--- src/rtl/vga_rect_plotter.sv ---
// ============================================================================
//  Module   : vga_rect_plotter
//  Purpose  : Rectangle/pixel/clear drawing engine, one pixel per clock for a
//             VGA pixel port, with start/busy/done command handshake.
//  Revision : 1.0
// ============================================================================
`default_nettype none

module vga_rect_plotter #(
   parameter int X_BITS     = 8,
   parameter int Y_BITS     = 7,
   parameter int COLOR_BITS = 3,
   parameter int X_MAX      = 159,
   parameter int Y_MAX      = 119
) (
   input  logic                  CLOCK_50,
   input  logic                  reset,
   input  logic                  start,
   input  logic [1:0]            mode,
   input  logic [X_BITS-1:0]     x0,
   input  logic [Y_BITS-1:0]     y0,
   input  logic [X_BITS-1:0]     w,
   input  logic [Y_BITS-1:0]     h,
   input  logic [COLOR_BITS-1:0] color,
   output logic [X_BITS-1:0]     VGA_X,
   output logic [Y_BITS-1:0]     VGA_Y,
   output logic [COLOR_BITS-1:0] VGA_COLOR,
   output logic                  plot,
   output logic                  busy,
   output logic                  done
);

   localparam int XW = X_BITS + 1;
   localparam int YW = Y_BITS + 1;

   localparam logic [XW-1:0] c_x_max  = XW'(X_MAX);
   localparam logic [YW-1:0] c_y_max  = YW'(Y_MAX);
   localparam logic [XW-1:0] c_x_full = XW'(X_MAX + 1);
   localparam logic [YW-1:0] c_y_full = YW'(Y_MAX + 1);
   localparam logic [XW-1:0] c_x_one  = XW'(1);
   localparam logic [YW-1:0] c_y_one  = YW'(1);

   localparam logic [1:0] c_mode_pixel   = 2'b00;
   localparam logic [1:0] c_mode_outline = 2'b10;
   localparam logic [1:0] c_mode_clear   = 2'b11;

   typedef enum logic [1:0] {
      S_IDLE = 2'd0,
      S_DRAW = 2'd1,
      S_FIN  = 2'd2
   } state_t;

   state_t                  state_q, state_d;
   logic [1:0]              mode_q, mode_d;
   logic [XW-1:0]           x0_q, x0_d, xe_q, xe_d, x_q, x_d;
   logic [YW-1:0]           y0_q, y0_d, ye_q, ye_d, y_q, y_d;
   logic [COLOR_BITS-1:0]   color_q, color_d;
   logic                    plot_q, plot_d;
   logic                    busy_q, busy_d;
   logic                    done_q, done_d;

   logic [XW-1:0]           w_eff_x0, w_eff_w, w_eff_xe;
   logic [YW-1:0]           w_eff_y0, w_eff_h, w_eff_ye;
   logic                    w_zero;

   // Coordinates carry one extra bit so the far edge never wraps to 0.
   function automatic logic pixel_on(
      input logic [1:0]    m,
      input logic [XW-1:0] px, xa, xb,
      input logic [YW-1:0] py, ya, yb
   );
      logic border;
      border = (px == xa) || (px == xb) || (py == ya) || (py == yb);
      return (px <= c_x_max) && (py <= c_y_max) &&
             ((m != c_mode_outline) || border);
   endfunction

   always_comb begin
      w_eff_x0 = {1'b0, x0};
      w_eff_y0 = {1'b0, y0};
      w_eff_w  = {1'b0, w};
      w_eff_h  = {1'b0, h};
      if (mode == c_mode_pixel) begin
         w_eff_w = c_x_one;
         w_eff_h = c_y_one;
      end else if (mode == c_mode_clear) begin
         w_eff_x0 = '0;
         w_eff_y0 = '0;
         w_eff_w  = c_x_full;
         w_eff_h  = c_y_full;
      end
      w_eff_xe = w_eff_x0 + w_eff_w - c_x_one;
      w_eff_ye = w_eff_y0 + w_eff_h - c_y_one;
      w_zero   = (w_eff_w == '0) || (w_eff_h == '0);
   end

   always_comb begin
      state_d = state_q;
      mode_d  = mode_q;
      x0_d    = x0_q;
      xe_d    = xe_q;
      x_d     = x_q;
      y0_d    = y0_q;
      ye_d    = ye_q;
      y_d     = y_q;
      color_d = color_q;
      plot_d  = 1'b0;
      busy_d  = 1'b0;
      done_d  = 1'b0;
      case (state_q)
         S_IDLE: begin
            if (start) begin
               mode_d  = mode;
               color_d = color;
               if (w_zero) begin
                  state_d = S_FIN;
               end else begin
                  state_d = S_DRAW;
                  x0_d    = w_eff_x0;
                  xe_d    = w_eff_xe;
                  x_d     = w_eff_x0;
                  y0_d    = w_eff_y0;
                  ye_d    = w_eff_ye;
                  y_d     = w_eff_y0;
                  busy_d  = 1'b1;
                  plot_d  = pixel_on(mode, w_eff_x0, w_eff_x0, w_eff_xe,
                                     w_eff_y0, w_eff_y0, w_eff_ye);
               end
            end
         end
         S_DRAW: begin
            if ((x_q == xe_q) && (y_q == ye_q)) begin
               state_d = S_FIN;
               done_d  = 1'b1;
            end else begin
               busy_d = 1'b1;
               if (x_q == xe_q) begin
                  x_d = x0_q;
                  y_d = y_q + c_y_one;
               end else begin
                  x_d = x_q + c_x_one;
               end
               plot_d = pixel_on(mode_q, x_d, x0_q, xe_q, y_d, y0_q, ye_q);
            end
         end
         S_FIN: begin
            // Zero-size commands arrive here with done low; raise it once.
            if (!done_q) begin
               done_d = 1'b1;
            end else begin
               state_d = S_IDLE;
            end
         end
         default: state_d = S_IDLE;
      endcase
   end

   always_ff @(posedge CLOCK_50 or posedge reset) begin
      if (reset) begin
         state_q <= S_IDLE;
         mode_q  <= '0;
         x0_q    <= '0;
         xe_q    <= '0;
         x_q     <= '0;
         y0_q    <= '0;
         ye_q    <= '0;
         y_q     <= '0;
         color_q <= '0;
         plot_q  <= 1'b0;
         busy_q  <= 1'b0;
         done_q  <= 1'b0;
      end else begin
         state_q <= state_d;
         mode_q  <= mode_d;
         x0_q    <= x0_d;
         xe_q    <= xe_d;
         x_q     <= x_d;
         y0_q    <= y0_d;
         ye_q    <= ye_d;
         y_q     <= y_d;
         color_q <= color_d;
         plot_q  <= plot_d;
         busy_q  <= busy_d;
         done_q  <= done_d;
      end
   end

   assign VGA_X     = x_q[X_BITS-1:0];
   assign VGA_Y     = y_q[Y_BITS-1:0];
   assign VGA_COLOR = color_q;
   assign plot      = plot_q;
   assign busy      = busy_q;
   assign done      = done_q;

endmodule

`default_nettype wire

--- config.mk ---
export PLATFORM = sky130hd
export DESIGN_NAME = vga_rect_plotter
export DESIGN_NICKNAME = d
export VERILOG_FILES = /design/src/rtl/vga_rect_plotter.sv
export SDC_FILE = /design/constraint.sdc
export NUM_CORES = 1
export LEC_CHECK = 0
export BUFFER_PORTS_ARGS = -buffer_cell sky130_fd_sc_hd__buf_2
export CAP_MARGIN = 20
export CORE_ASPECT_RATIO = 1.4
export CORE_UTILIZATION = 30
export DETAILED_ROUTE_END_ITERATION = 16
export PLACE_DENSITY_LB_ADDON = 0.15
export SYNTH_ARGS = -nofsm -noshare
export SYNTH_HDL_FRONTEND = slang
export SYNTH_SLANG_ARGS = --single-unit
export TNS_END_PERCENT = 50
--- constraint.sdc ---
create_clock -name CLOCK_50 -period 7.1 [get_ports CLOCK_50]
set_input_delay 1.42 -clock CLOCK_50 [delete_from_list [all_inputs] [get_ports CLOCK_50]]
set_output_delay 1.42 -clock CLOCK_50 [all_outputs]
set_load 0.05 [all_outputs]
==> results.md, run 1 <==
* Status: finished, final reports clean
* Worst Reg-to-Reg Cells at 8
* Peak Freq at 245 MHz
* N_diodes at 0
* Endpoints failing setup at 0
* HP Class: flop to flop
* First-pass GRT wire length at 20,900 um
* CTS Buffer Depth at 2
* Fin util at 34.5%
* Clock tree sinks at 59
* P_leak at 0.00246 uW
* Hold Startpoint: y0_q[4]$_DFFE_PP0P_
* # resized after CTS at 0
* Highest-delay cell along the critical path: nand2_1
* Synth cell types at 60
* Layout fillers at 1,636
* Row count at 54
* Initial antenna violation count at 0
* Reg2Reg Capture Point: y_q[0]$_DFFE_PP0P_
* Fraction of layout instances using a drive strength above 1 at 16.5%
* CTS Root Cell: clkbuf_16
* Worst Skew at 0.00763 ns
* Number of synthesized flops with an enable pin at 0
* RSZ-0062 raised after global routing: no
* Max-cap violations at 0
* DRT iter0 DRCs at 139
* Cts-stage hold buffer count at 0
* Crit-path cells: buf_2 > nand2_1 > nand2_1 > ha_1 > inv_1 > ha_1 > a21o_1 > a21oi_1 > o21bai_1 > a21oi_1 > o21bai_1 > a21oi_1 > xor2_1 > o21ai_0
* Ports at 59
* Clock Pin Slew Worst Setup and Hold Paths at 0.05 ns
* Crit. End Element: flop
* Dpl hpwl at 10,100 um
* Pre-Repair DR Iteration Count at 5
* CTS Buf Count at 9
* GRT overflow at 0
* Die area at 16,500 um2
* Fin nets at 669
* Slew headroom at 31.9%
* Antenna viol nets, final at 0
* R2R setup slack at 3.26 ns
* Core ar. at 15,600 um2
* Max stage delay on crit path at 0.56 ns
* Final Max Tran Viols at 0
* Routed vias at 3,891
* CP bufs+invs at 2
* Deepest level of the CTS H-tree at 3
* CP dominant cell by count: a21oi_1
* IO buf count at 58
* Global Route Usage Sum at 16.7%
* Worst path depth at 14
* Chip height at 152 um
* Nature of the critical path startpoint: input port
* CTS tree: built
* Starting density of the core at 30.7%
* WHS Path Cells at 2
* Fin. Hold Viols at 0
* Number of global-route vias before repair at 3,956
* Worst EP arrival at 4.27 ns
* Cells after DPL at 781
* Remaining DRCs at 0
* Maximum number of pins on one net before global-route repair at 60
* Area delta synth->final at 12.4%
* FF-to-FF Start: x_q[3]$_DFFE_PP0P_
* Syn Std Cell Area at 4790 um2
* Crit path max fanout at 19
* WHS at 0.502 ns
* Post-Syn Instances at 570
* DR WL/cell at 16.3 um
* GPL Wtd Cong at 0.818
* Asr flop ratio synth at 100%
* Postcts setup bufs at 0
* Critical path class: input port to flop
* Power per cell area at 452 nW/um2
* Flops & latches, synth at 59
* Slew @ Worst Pin at 1.02 ns
* Peak VDD IR at 200 uV
* Clk_lat worst skew at 0.33 ns
* Finished Layout Cells at 795
* Synth warnings at 0
* Die X at 109 um
* Final period util at 57.6%
* CP top delay family: compound AO/OA/AOI/OAI gates
* CP required at 7.28 ns
* Synth Net Count at 643
* Setup tns final at 0 ns
* Register area share after synthesis at 30.8%
* Syn_area_per_cell at 8.41 um2
* Routed WL at 12,900 um
* Most used DFF post-synth: dfrtp_1
* Post-DR vias/cell at 4.89
* Hold Path Sink: y0_q[4]$_DFFE_PP0P_
* Period minus WS final at 4.09 ns
==> cell families (layout without fill, tap and decap cells) <==
family,count (synthesis),after routing,share of synthesized area [%]
adders and majority gates,38,38,10.1
muxes,13,13,3.34
buffers and inverters,90,119,9.00
and+or+nand+nor,168,168,16.8
DFF,59,59,30.8
AOI/OAI and AO/OA,130,130,16.4
xor gates and xnor gates,72,72,13.6
==> placed cells by master, fill, tap and decap left out, types with 9 or more instances in the layout <==
| cell type | count |
|---|---|
| inv_1 | 43 |
| clkbuf_16 | 9 |
| a31oi_1 | 9 |
| o21ai_0 | 52 |
| nor2_1 | 27 |
| a21oi_1 | 28 |
| ha_1 | 33 |
| dfrtp_1 | 59 |
| buf_2 | 58 |
| xor2_1 | 28 |
| xnor2_1 | 41 |
| nand2_1 | 80 |
| nand3_1 | 14 |
==> worst min-delay path, delay by kind of cell, from the launching register on <==
kind / cells / cell delay (ns)
AOI/OAI and AO/OA: 1 / 0.06
DFF: 1 / 0.36
and+or+nand+nor: 1 / 0.05
==> cell type report <==
| type | instances | area [um2] | share of cell area, % |
|---|---|---|---|
| tap | 196 | 245 | 4.55 |
| clock inverter | 2 | 35.0 | 0.650 |
| clock buffer | 12 | 267 | 4.95 |
| multi-input combinational | 421 | 2890 | 53.6 |
| timing repair buffer | 61 | 313 | 5.81 |
| sequential | 59 | 1480 | 27.4 |
| inverter | 44 | 165 | 3.07 |
==> per-layer routing <==
metal  global-route usage (%)  up-vias  wire (um)
met4                     4.86        0        144
met1                     21.5     1819       5970
li1                         -     1986          -
met5                        0        -          0
met3                     2.74        6        573
met2                     28.5       80       6250
==> worst max-delay path by stage <==
stage	start	endpoint	slack (ns)
2_1_floorplan	mode[0]	xe_q[8]$_DFFE_PP0P_	3.04
3_3_place_gp	mode[0]	xe_q[8]$_DFFE_PP0P_	2.74
3_5_place_dp	mode[0]	xe_q[8]$_DFFE_PP0P_	2.63
4_1_cts	mode[0]	xe_q[8]$_DFFE_PP0P_	2.97
5_1_grt	mode[0]	xe_q[8]$_DFFE_PP0P_	2.69
6_report	mode[0]	xe_q[8]$_DFFE_PP0P_	3.01
==> cells in the mapped netlist (5+ instances only) <==
master | n | share of area (%)
nand2_1 | 80 | 6.3
dfrtp_1 | 59 | 31
o21ai_0 | 52 | 5.4
inv_1 | 44 | 3.4
xnor2_1 | 41 | 7.5
ha_1 | 33 | 8.6
a21oi_1 | 28 | 2.9
xor2_1 | 28 | 5.1
nor2_1 | 27 | 2.1
clkbuf_1 | 21 | 1.6
buf_4 | 15 | 2.3
nand3_1 | 14 | 1.5
a31oi_1 | 9 | 1.2
a21o_1 | 8 | 1.3
mux2_2 | 8 | 1.9
nor3_1 | 8 | 0.84
nor4_1 | 7 | 0.91
buf_2 | 6 | 0.63
o21bai_1 | 5 | 0.78
o22a_1 | 5 | 0.91
==> state kept, by name (all words and copies together) (netlist names) <==
name       flops
ye_q           8
x_q            9
state_q        2
y0_q           7
xe_q           9
plot           1
y_q            8
busy           1
done           1
x0_q           8
mode_q         2
VGA_COLOR      3
==> where the power goes <==
| part | leakage (uW) | internal [uW] | switching (uW) |
|---|---|---|---|
| logic | 0.00158 | 498 | 772 |
| clock network | 0.000151 | 295 | 147 |
| registers | 0.000734 | 490 | 233 |
| total | 0.00246 | 1280 | 1150 |
==> per-stage QoR <==
| stage | cell area, um2 | power (uW) | setup WS [ns] |
|---|---|---|---|
| 6_report | 5390 | 2440 | 3.01 |
| 3_3_place_gp | 5090 | 1990 | 2.74 |
| 3_5_place_dp | 5090 | 2010 | 2.63 |
| 4_1_cts | 5390 | 2460 | 2.97 |
| 5_1_grt | 5390 | 2640 | 2.69 |
| 2_1_floorplan | 4790 | 1780 | 3.04 |
Note: power is estimated with default switching activity, not from simulation.
==> run 2: changes to the inputs <==
==> constraint.sdc (replaced) <==
create_clock -name CLOCK_50 -period 4.2 [get_ports CLOCK_50]
set_input_delay 0.84 -clock CLOCK_50 [delete_from_list [all_inputs] [get_ports CLOCK_50]]
set_output_delay 0.84 -clock CLOCK_50 [all_outputs]
set_load 0.05 [all_outputs]
==> run 2 against run 1 <==
Net effect:
- final cell count grew 1.1%
- final area grew 2.2%
- first-iteration DRC count grew 47%
- worst setup slack lost 2.2 ns
- largest power group unchanged
- sequential power grew 70%
- hold slack lost 0.076 ns
- critical path type unchanged
- combinational power grew 72%
- clock skew grew 0.0031 ns
- sequential share of layout area shrank 0.60 points
- utilization grew 0.77 points
- sequential cell count is the same
==> results.md, run 2 (synthesis results as in run 1) <==
* Status: finished, final reports clean (unchanged)
* CTS Buf Count at 9 (unchanged)
* Post-Place Setup Slack at 0.421 ns (was 2.63 ns)
* R2R setup slack at 1.14 ns (was 3.26 ns)
* FF-to-FF Start: x_q[3]$_DFFE_PP0P_ (unchanged)
* Part of the power in registers at 28.7% (was 29.7%)
* First-pass GRT wire length at 21,400 um (was 20,900 um)
* GRT busiest layer: met2 (unchanged)
* Cell-internal power at 2290 uW (was 1280 uW)
* CTS Buffer Depth at 2 (unchanged)
* GPL Wtd Cong at 0.879 (was 0.818)
* Post-DR vias/cell at 4.93 (was 4.89)
* Number of global-route vias before repair at 4,117 (was 3,956)
* Remaining DRCs at 0 (unchanged)
* Cts-stage hold buffer count at 0 (unchanged)
* Antenna viol nets, final at 0 (unchanged)
* Worst Skew at 0.0108 ns (was 0.00763 ns)
* CP top delay family: compound AO/OA/AOI/OAI gates (unchanged)
* Clock Pin Slew Worst Setup and Hold Paths at 0.06 ns (was 0.05 ns)
* Power per cell area at 777 nW/um2 (was 452 nW/um2)
* Initial antenna violation count at 0 (unchanged)
* Commonest cells after routing, fill and taps aside: nand2_1 (80), dfrtp_1 (59), buf_2 (58) (unchanged)
* Nature of the critical path startpoint: input port (unchanged)
* Finished Cell Area at 5510 um2 (was 5390 um2)
* Critical path class: input port to flop (unchanged)
* CTS Root Cell: clkbuf_16 (unchanged)
* Commonest non-fill, non-tap cell in the layout: nand2_1 (unchanged)
* Chip height at 152 um (unchanged)
* Slew @ Worst Pin at 0.598 ns (was 1.02 ns)
* Clk pwr share at 20.2% (was 18.2%)
* Global Route Usage Sum at 17.1% (was 16.7%)
* Row count at 54 (unchanged)
* Biggest regs: x_q: 9 flops, xe_q: 9 flops (unchanged)
* DRT iter0 DRCs at 205 (was 139)
* Placed cell area at 5140 um2 (was 5090 um2)
* Routed WL at 13,100 um (was 12,900 um)
* Crit path setup slack, layout at 0.794 ns (was 3.01 ns)
* # resized after CTS at 0 (unchanged)
* Slew headroom at 59.6% (was 31.9%)
* GRT overflow at 0 (unchanged)
* Area delta synth->final at 14.9% (was 12.4%)
* HP Class: input port to async pin (was flop to flop)
* CP dominant cell by count: a21oi_1 (unchanged)
* Peak VDD IR at 402 uV (was 200 uV)
* Core ar. at 15,600 um2 (unchanged)
* CTS tree: built (unchanged)
* Pre-Repair DR Iteration Count at 4 (was 5)
* Worst EP arrival at 3.61 ns (was 4.27 ns)
* Fraction of layout instances using a drive strength above 1 at 17.4% (was 16.5%)
* Endpoints failing setup at 0 (unchanged)
* Clk_lat worst skew at 0.34 ns (was 0.33 ns)
* Layout fillers at 1,620 (was 1,636)
* Highest-delay cell along the critical path: nand2_1 (unchanged)
* Fin. Hold Viols at 0 (unchanged)
* DR WL/cell at 16.2 um (was 16.3 um)
* Grt met1 use at 22.0% (was 21.5%)
* Combinational Power Share at 51.2% (was 52.1%)
* Starting density of the core at 30.7% (unchanged)
* Maximum number of pins on one net before global-route repair at 46 (was 60)
* Met3 Use GR at 2.69% (was 2.74%)
* P_leak at 0.00252 uW (was 0.00246 uW)
* Met2 usage at 29.0% (was 28.5%)
* Crit-path cells: buf_2 > nand2_1 > nand2_1 > ha_1 > inv_1 > ha_1 > a21o_1 > a21oi_1 > o21bai_1 > a21oi_1 > o21bai_1 > a21oi_1 > xor2_1 > o21ai_0 (unchanged)
* CP required at 4.41 ns (was 7.28 ns)
* Clock tree sinks at 59 (unchanged)
* Period minus WS final at 3.41 ns
* Routed vias at 3,962 (was 3,891)
* Max-cap violations at 0 (unchanged)
* Peak Freq at 294 MHz
* Setup tns final at 0 ns (unchanged)
* Postcts setup bufs at 0 (unchanged)
* WHS at 0.425 ns (was 0.502 ns)
* Final period util at 81.1%
* NetSw at 1980 uW (was 1150 uW)
* Switching Fraction at 46.4% (was 47.3%)
* Max stage delay on crit path at 0.44 ns (was 0.56 ns)
* Deepest level of the CTS H-tree at 3 (unchanged)
* Dpl hpwl at 10,400 um (was 10,100 um)
* RSZ-0062 raised after global routing: no (unchanged)
* Power consumption at 4280 uW (was 2440 uW)
* Fin nets at 676 (was 669)
* Crit path max fanout at 16 (was 19)
* Worst Reg-to-Reg Cells at 9 (was 8)
* Reg2Reg Capture Point: y_q[0]$_DFFE_PP0P_ (unchanged)
* Crit. End Element: flop (unchanged)
* Final Max Tran Viols at 0 (unchanged)
* N_diodes at 0 (unchanged)
* Die X at 109 um (unchanged)
* CP bufs+invs at 2 (unchanged)
* Ports at 59 (unchanged)
* Die area at 16,500 um2 (unchanged)
* IO buf count at 58 (unchanged)
-- run 2: cell count changes in the layout (fill, tap and decap cells not counted), sizes merged --
cell      previous run  this run
clkinv               1         0
bufinv               1         3
clkinvlp             0         1
buf                 61        68
-- run 2: how the worst max path moves through the flow --
stage | start | endpoint | slack, ns | cells after the start
6_report | mode[0] | xe_q[8]$_DFFE_PP0P_ | 0.79 | 14
5_1_grt | mode[0] | xe_q[8]$_DFFE_PP0P_ | 0.45 | 14
4_1_cts | mode[0] | xe_q[8]$_DFFE_PP0P_ | 0.77 | 14
3_5_place_dp | mode[0] | xe_q[8]$_DFFE_PP0P_ | 0.42 | 14
3_3_place_gp | mode[0] | ye_q[7]$_DFFE_PP0P_ | 0.63 | 16
2_1_floorplan | mode[0] | xe_q[8]$_DFFE_PP0P_ | 0.72 | 15
-- run 2: layout make-up --
cell class	instances	area, um2	area share, %
Clock inverter	4	97.6	1.77
Inverter	44	165	3.00
Timing Repair Buffer	68	390	7.09
Multi-Input combinational cell	421	2890	52.4
Sequential cell	59	1480	26.8
Clock buffer	12	246	4.48
Tap cell	196	245	4.45
-- run 2: power by group through the flow --
| stage | combinational, uW | clock [uW] | sequential [uW] |
|---|---|---|---|
| floorplan | 1880 | 0 | 1130 |
| global placement | 2170 | 0 | 1240 |
| detailed placement | 2190 | 0 | 1240 |
| CTS | 2210 | 882 | 1230 |
| global route | 2430 | 909 | 1280 |
| finish | 2190 | 862 | 1230 |
-- run 2: worst register-to-register path: cells and delay by family, from the launching register on --
kind                   cells  cell delay [ns]
XOR/XNOR                   1             0.25
AO/OA/AOI/OAI              2             0.29
buffers and inverters      1             0.29
flip-flops                 1             0.52
AND/OR/NAND/NOR            5             1.59
-- run 2: metal layers --
metal / up-vias / wire, um
met2: 83 / 6240
met4: 0 / 225
met1: 1860 / 6160
li1: 2002 / -
met3: 17 / 437
met5: - / 0
-- run 2: stage by stage --
stage,util [%],cells
detailed placement,33.0,787
global placement,33.0,787
finish,35.3,804
CTS,35.2,803
floorplan,-,570
global route,35.3,804
==> run 3: changes to the inputs <==
--- a/config.mk
+++ b/config.mk
@@ -5,6 +5,7 @@
 export SDC_FILE = /design/constraint.sdc
 export NUM_CORES = 1
 export LEC_CHECK = 0
+export ABC_AREA = 1
 export BUFFER_PORTS_ARGS = -buffer_cell sky130_fd_sc_hd__buf_2
 export CAP_MARGIN = 20
 export CORE_ASPECT_RATIO = 1.4
==> constraint.sdc (replaced) <==
create_clock -name CLOCK_50 -period 2.9 [get_ports CLOCK_50]
set_input_delay 0.58 -clock CLOCK_50 [delete_from_list [all_inputs] [get_ports CLOCK_50]]
set_output_delay 0.58 -clock CLOCK_50 [all_outputs]
set_load 0.05 [all_outputs]
==> run 3 against run 2 <==
Net effect:
- final area increased by 8.6%
- global-route usage increased by 0.76 points
- critical path type unchanged
- combinational power increased by 72%
- critical path depth grew 1
- die area up 7.0%
- register-to-register slack lost 0.64 ns
- final cell count increased by 24%
- sequential cell count unchanged
- routed wire length up 13%
==> results.md, run 3 <==
* Grt met1 use at 21.3% (was 22.0%)
* Crit path max fanout at 10 (was 16)
* Period minus WS final at 2.56 ns
* Number of global-route vias before repair at 4,854 (was 4,117)
* Area delta synth->final at 16.5% (was 14.9%)
* P_leak at 0.00316 uW (was 0.00252 uW)
* Commonest non-fill, non-tap cell in the layout: nand2_1 (unchanged)
* Row count at 56 (was 54)
* Worst EP arrival at 2.82 ns (was 3.61 ns)
* Met2 usage at 31.5% (was 29.0%)
* Routed vias at 4,794 (was 3,962)
* Fraction of layout instances using a drive strength above 1 at 18.7% (was 17.4%)
* Clock tree sinks at 59 (unchanged)
* DR WL/cell at 14.7 um (was 16.2 um)
* Critical path class: input port to flop (unchanged)
* Maximum number of pins on one net before global-route repair at 60 (was 46)
* Power per cell area at 1110 nW/um2 (was 777 nW/um2)
* Fin. Hold Viols at 0 (unchanged)
* N_diodes at 0 (unchanged)
* Final Max Tran Viols at 0 (unchanged)
* Synth cell types at 44 (was 60)
* Biggest regs: x_q: 9 flops, xe_q: 9 flops (unchanged)
* Top-count cell post-synth: nand2_1 (unchanged)
* Final period util at 88.4%
* Slew headroom at 51.8% (was 59.6%)
* Ports at 59 (unchanged)
* Endpoints failing setup at 0 (unchanged)
* Pre-Repair DR Iteration Count at 5 (was 4)
* Synth warnings at 0 (unchanged)
* Fin nets at 863 (was 676)
* Post-Syn Instances at 729 (was 570)
* Peak VDD IR at 401 uV (was 402 uV)
* GRT overflow at 0 (unchanged)
* CTS Buffer Depth at 2 (unchanged)
* Asr flop ratio synth at 100% (unchanged)
* Chip height at 157 um (was 152 um)
* Routed WL at 14,700 um (was 13,100 um)
* DRT iter0 DRCs at 260 (was 205)
* Cells after DPL at 982 (was 787)
* Worst Skew at 0.00720 ns (was 0.0108 ns)
* Flops & latches, synth at 59 (unchanged)
* Commonest cells after routing, fill and taps aside: nand2_1 (199), inv_1 (106), nand3_1 (63) (was nand2_1 (80), dfrtp_1 (59), buf_2 (58))
* Setup tns final at 0 ns (unchanged)
* Placed cell area at 5650 um2 (was 5140 um2)
* Finished Cell Area at 5980 um2 (was 5510 um2)
* CP required at 3.16 ns (was 4.41 ns)
* Share of Yosys cell area claimed by the top area cell type at 28.8% (was 30.8%)
* Antenna viol nets, final at 0 (unchanged)
* Postcts setup bufs at 0 (unchanged)
* Syn_area_per_cell at 7.04 um2 (was 8.41 um2)
* IO buf count at 58 (unchanged)
* Nature of the critical path startpoint: input port (unchanged)
* CTS Buf Count at 9 (unchanged)
* Clk_lat worst skew at 0.34 ns (about the same)
* Peak Freq at 390 MHz
* Post-Place Setup Slack at -0.0382 ns (was 0.421 ns)
* Synth area leaders: dfrtp_1 (29%), nand2_1 (15%), ha_1 (8.0%), inv_1 (7.8%), nand3_1 (6.1%) (was dfrtp_1 (31%), ha_1 (8.6%), xnor2_1 (7.5%), nand2_1 (6.3%), o21ai_0 (5.4%))
* Most instantiated cells after synthesis: nand2_1 (199), inv_1 (107), nand3_1 (63), dfrtp_1 (59), nor2_1 (51) (was nand2_1 (80), dfrtp_1 (59), o21ai_0 (52), inv_1 (44), xnor2_1 (41))
* Starting density of the core at 30.7% (about the same)
* Crit path setup slack, layout at 0.336 ns (was 0.794 ns)
* Remaining DRCs at 0 (unchanged)
* Dpl hpwl at 11,500 um (was 10,400 um)
* Met3 Use GR at 2.48% (was 2.69%)
* Syn Std Cell Area at 5130 um2 (was 4790 um2)
* Synth Net Count at 802 (was 643)
* GPL Wtd Cong at 0.821 (was 0.879)
* Register area share after synthesis at 28.8% (was 30.8%)
* Clock Pin Slew Worst Setup and Hold Paths at 0.06 ns (about the same)
* Finished Layout Cells at 998 (was 804)
* CTS tree: built (unchanged)
* Most used DFF post-synth: dfrtp_1 (unchanged)
* Crit. End Element: flop (unchanged)
* GRT busiest layer: met2 (unchanged)
* CTS Root Cell: clkbuf_16 (unchanged)
* Fin util at 35.7% (was 35.3%)
* Status: finished, final reports clean (unchanged)
* Slew @ Worst Pin at 0.721 ns (was 0.598 ns)
* HP Class: input port to async pin (unchanged)
* Global Route Usage Sum at 17.9% (was 17.1%)
* Max-cap violations at 0 (unchanged)
* Initial antenna violation count at 0 (unchanged)
* First-pass GRT wire length at 24,200 um (was 21,400 um)
* Post-DR vias/cell at 4.80 (was 4.93)
* RSZ-0062 raised after global routing: no (unchanged)
* Die area at 17,700 um2 (was 16,500 um2)
* Number of synthesized flops with an enable pin at 0 (unchanged)
* Core ar. at 16,700 um2 (was 15,600 um2)
* Die X at 113 um (was 109 um)
* Area leader, netlist: dfrtp_1 (unchanged)
* Deepest level of the CTS H-tree at 3 (unchanged)
==> run 3: cell count changes in the layout (fill, tap and decap cells not counted), moves of 14 or more <==
cell     change
nand2_1    +119
inv_1       +63
nand3_1     +49
xnor2_1     -33
nor2_1      +24
buf_4       +17
o21ai_2     +14
==> run 3: critical path: stages <==
cell     delay [ns]
buf_2          0.12
nand2_1        0.09
buf_4          0.17
nand3_1        0.13
ha_1           0.29
inv_1          0.06
ha_1           0.16
inv_1          0.06
fa_1           0.38
o21ai_1        0.18
a21oi_1        0.08
o21ai_0        0.19
xor2_1         0.17
nand2_1        0.06
o21ai_0        0.09
==> run 3: area by class of cell <==
| cell class | count | area (um2) |
|---|---|---|
| Clock inverter | 4 | 72.6 |
| Tap cell | 203 | 254 |
| Sequential cell | 59 | 1480 |
| Fill cell | 1807 | 10800 |
| Clock buffer | 12 | 256 |
| Multi-Input combinational cell | 521 | 2970 |
| Timing Repair Buffer | 85 | 518 |
| Inverter | 114 | 430 |
==> run 3: what timing repair did <==
action	4_1_cts	5_1_grt
resized for setup	0	1
hold buffers	0	0
endpoints found under the setup margin	0	1
hold endpoints to repair	0	0
==> run 3: logic make-up after synthesis <==
kind of cell / count (synthesis) / synth area share [%]
XOR/XNOR: 32 / 5.46
buffers and inverters: 149 / 13.4
multiplexers: 4 / 0.877
adder cells (fa/ha/maj): 35 / 8.82
flip-flops: 59 / 28.8
AO/OA/AOI/OAI: 111 / 13.9
AND/OR/NAND/NOR: 339 / 28.8
==> run 3: power breakdown <==
group | switching (uW) | internal [uW]
logic | 2530 | 1240
clock network | 407 | 798
registers | 424 | 1210
==> run 3: final timing paths <==
check	slack (ns)	start	cells after the start	end
max	0.34	mode[0]	15	xe_q[7]$_DFFE_PP0P_
min	0.31	reset	3	y_q[2]$_DFFE_PP0P_
min reg2reg	0.50	ye_q[5]$_DFFE_PP0P_	2	ye_q[5]$_DFFE_PP0P_
max reg2reg	0.50	x_q[0]$_DFFE_PP0P_	16	plot$_DFF_PP0_
min in group CLOCK_50	0.48	color[0]	2	VGA_COLOR[0]$_DFFE_PP0P_
max in group asynchronous	2.32	reset	3	x0_q[2]$_DFFE_PP0P_
==> run 3: through the flow <==
step | total power, uW | hold slack (ns)
after floorplan | 4620 | 0.472
after global placement | 5380 | 0.485
after detailed placement | 5420 | 0.498
after CTS | 6660 | 0.328
after global routing | 7210 | 0.339
final | 6610 | 0.309
==> run 3: routing by layer <==
layer	share of wire, %	routed length, um
met2	49	7180
met4	2.8	418
met5	0	0
met3	3.9	577
met1	44	6530
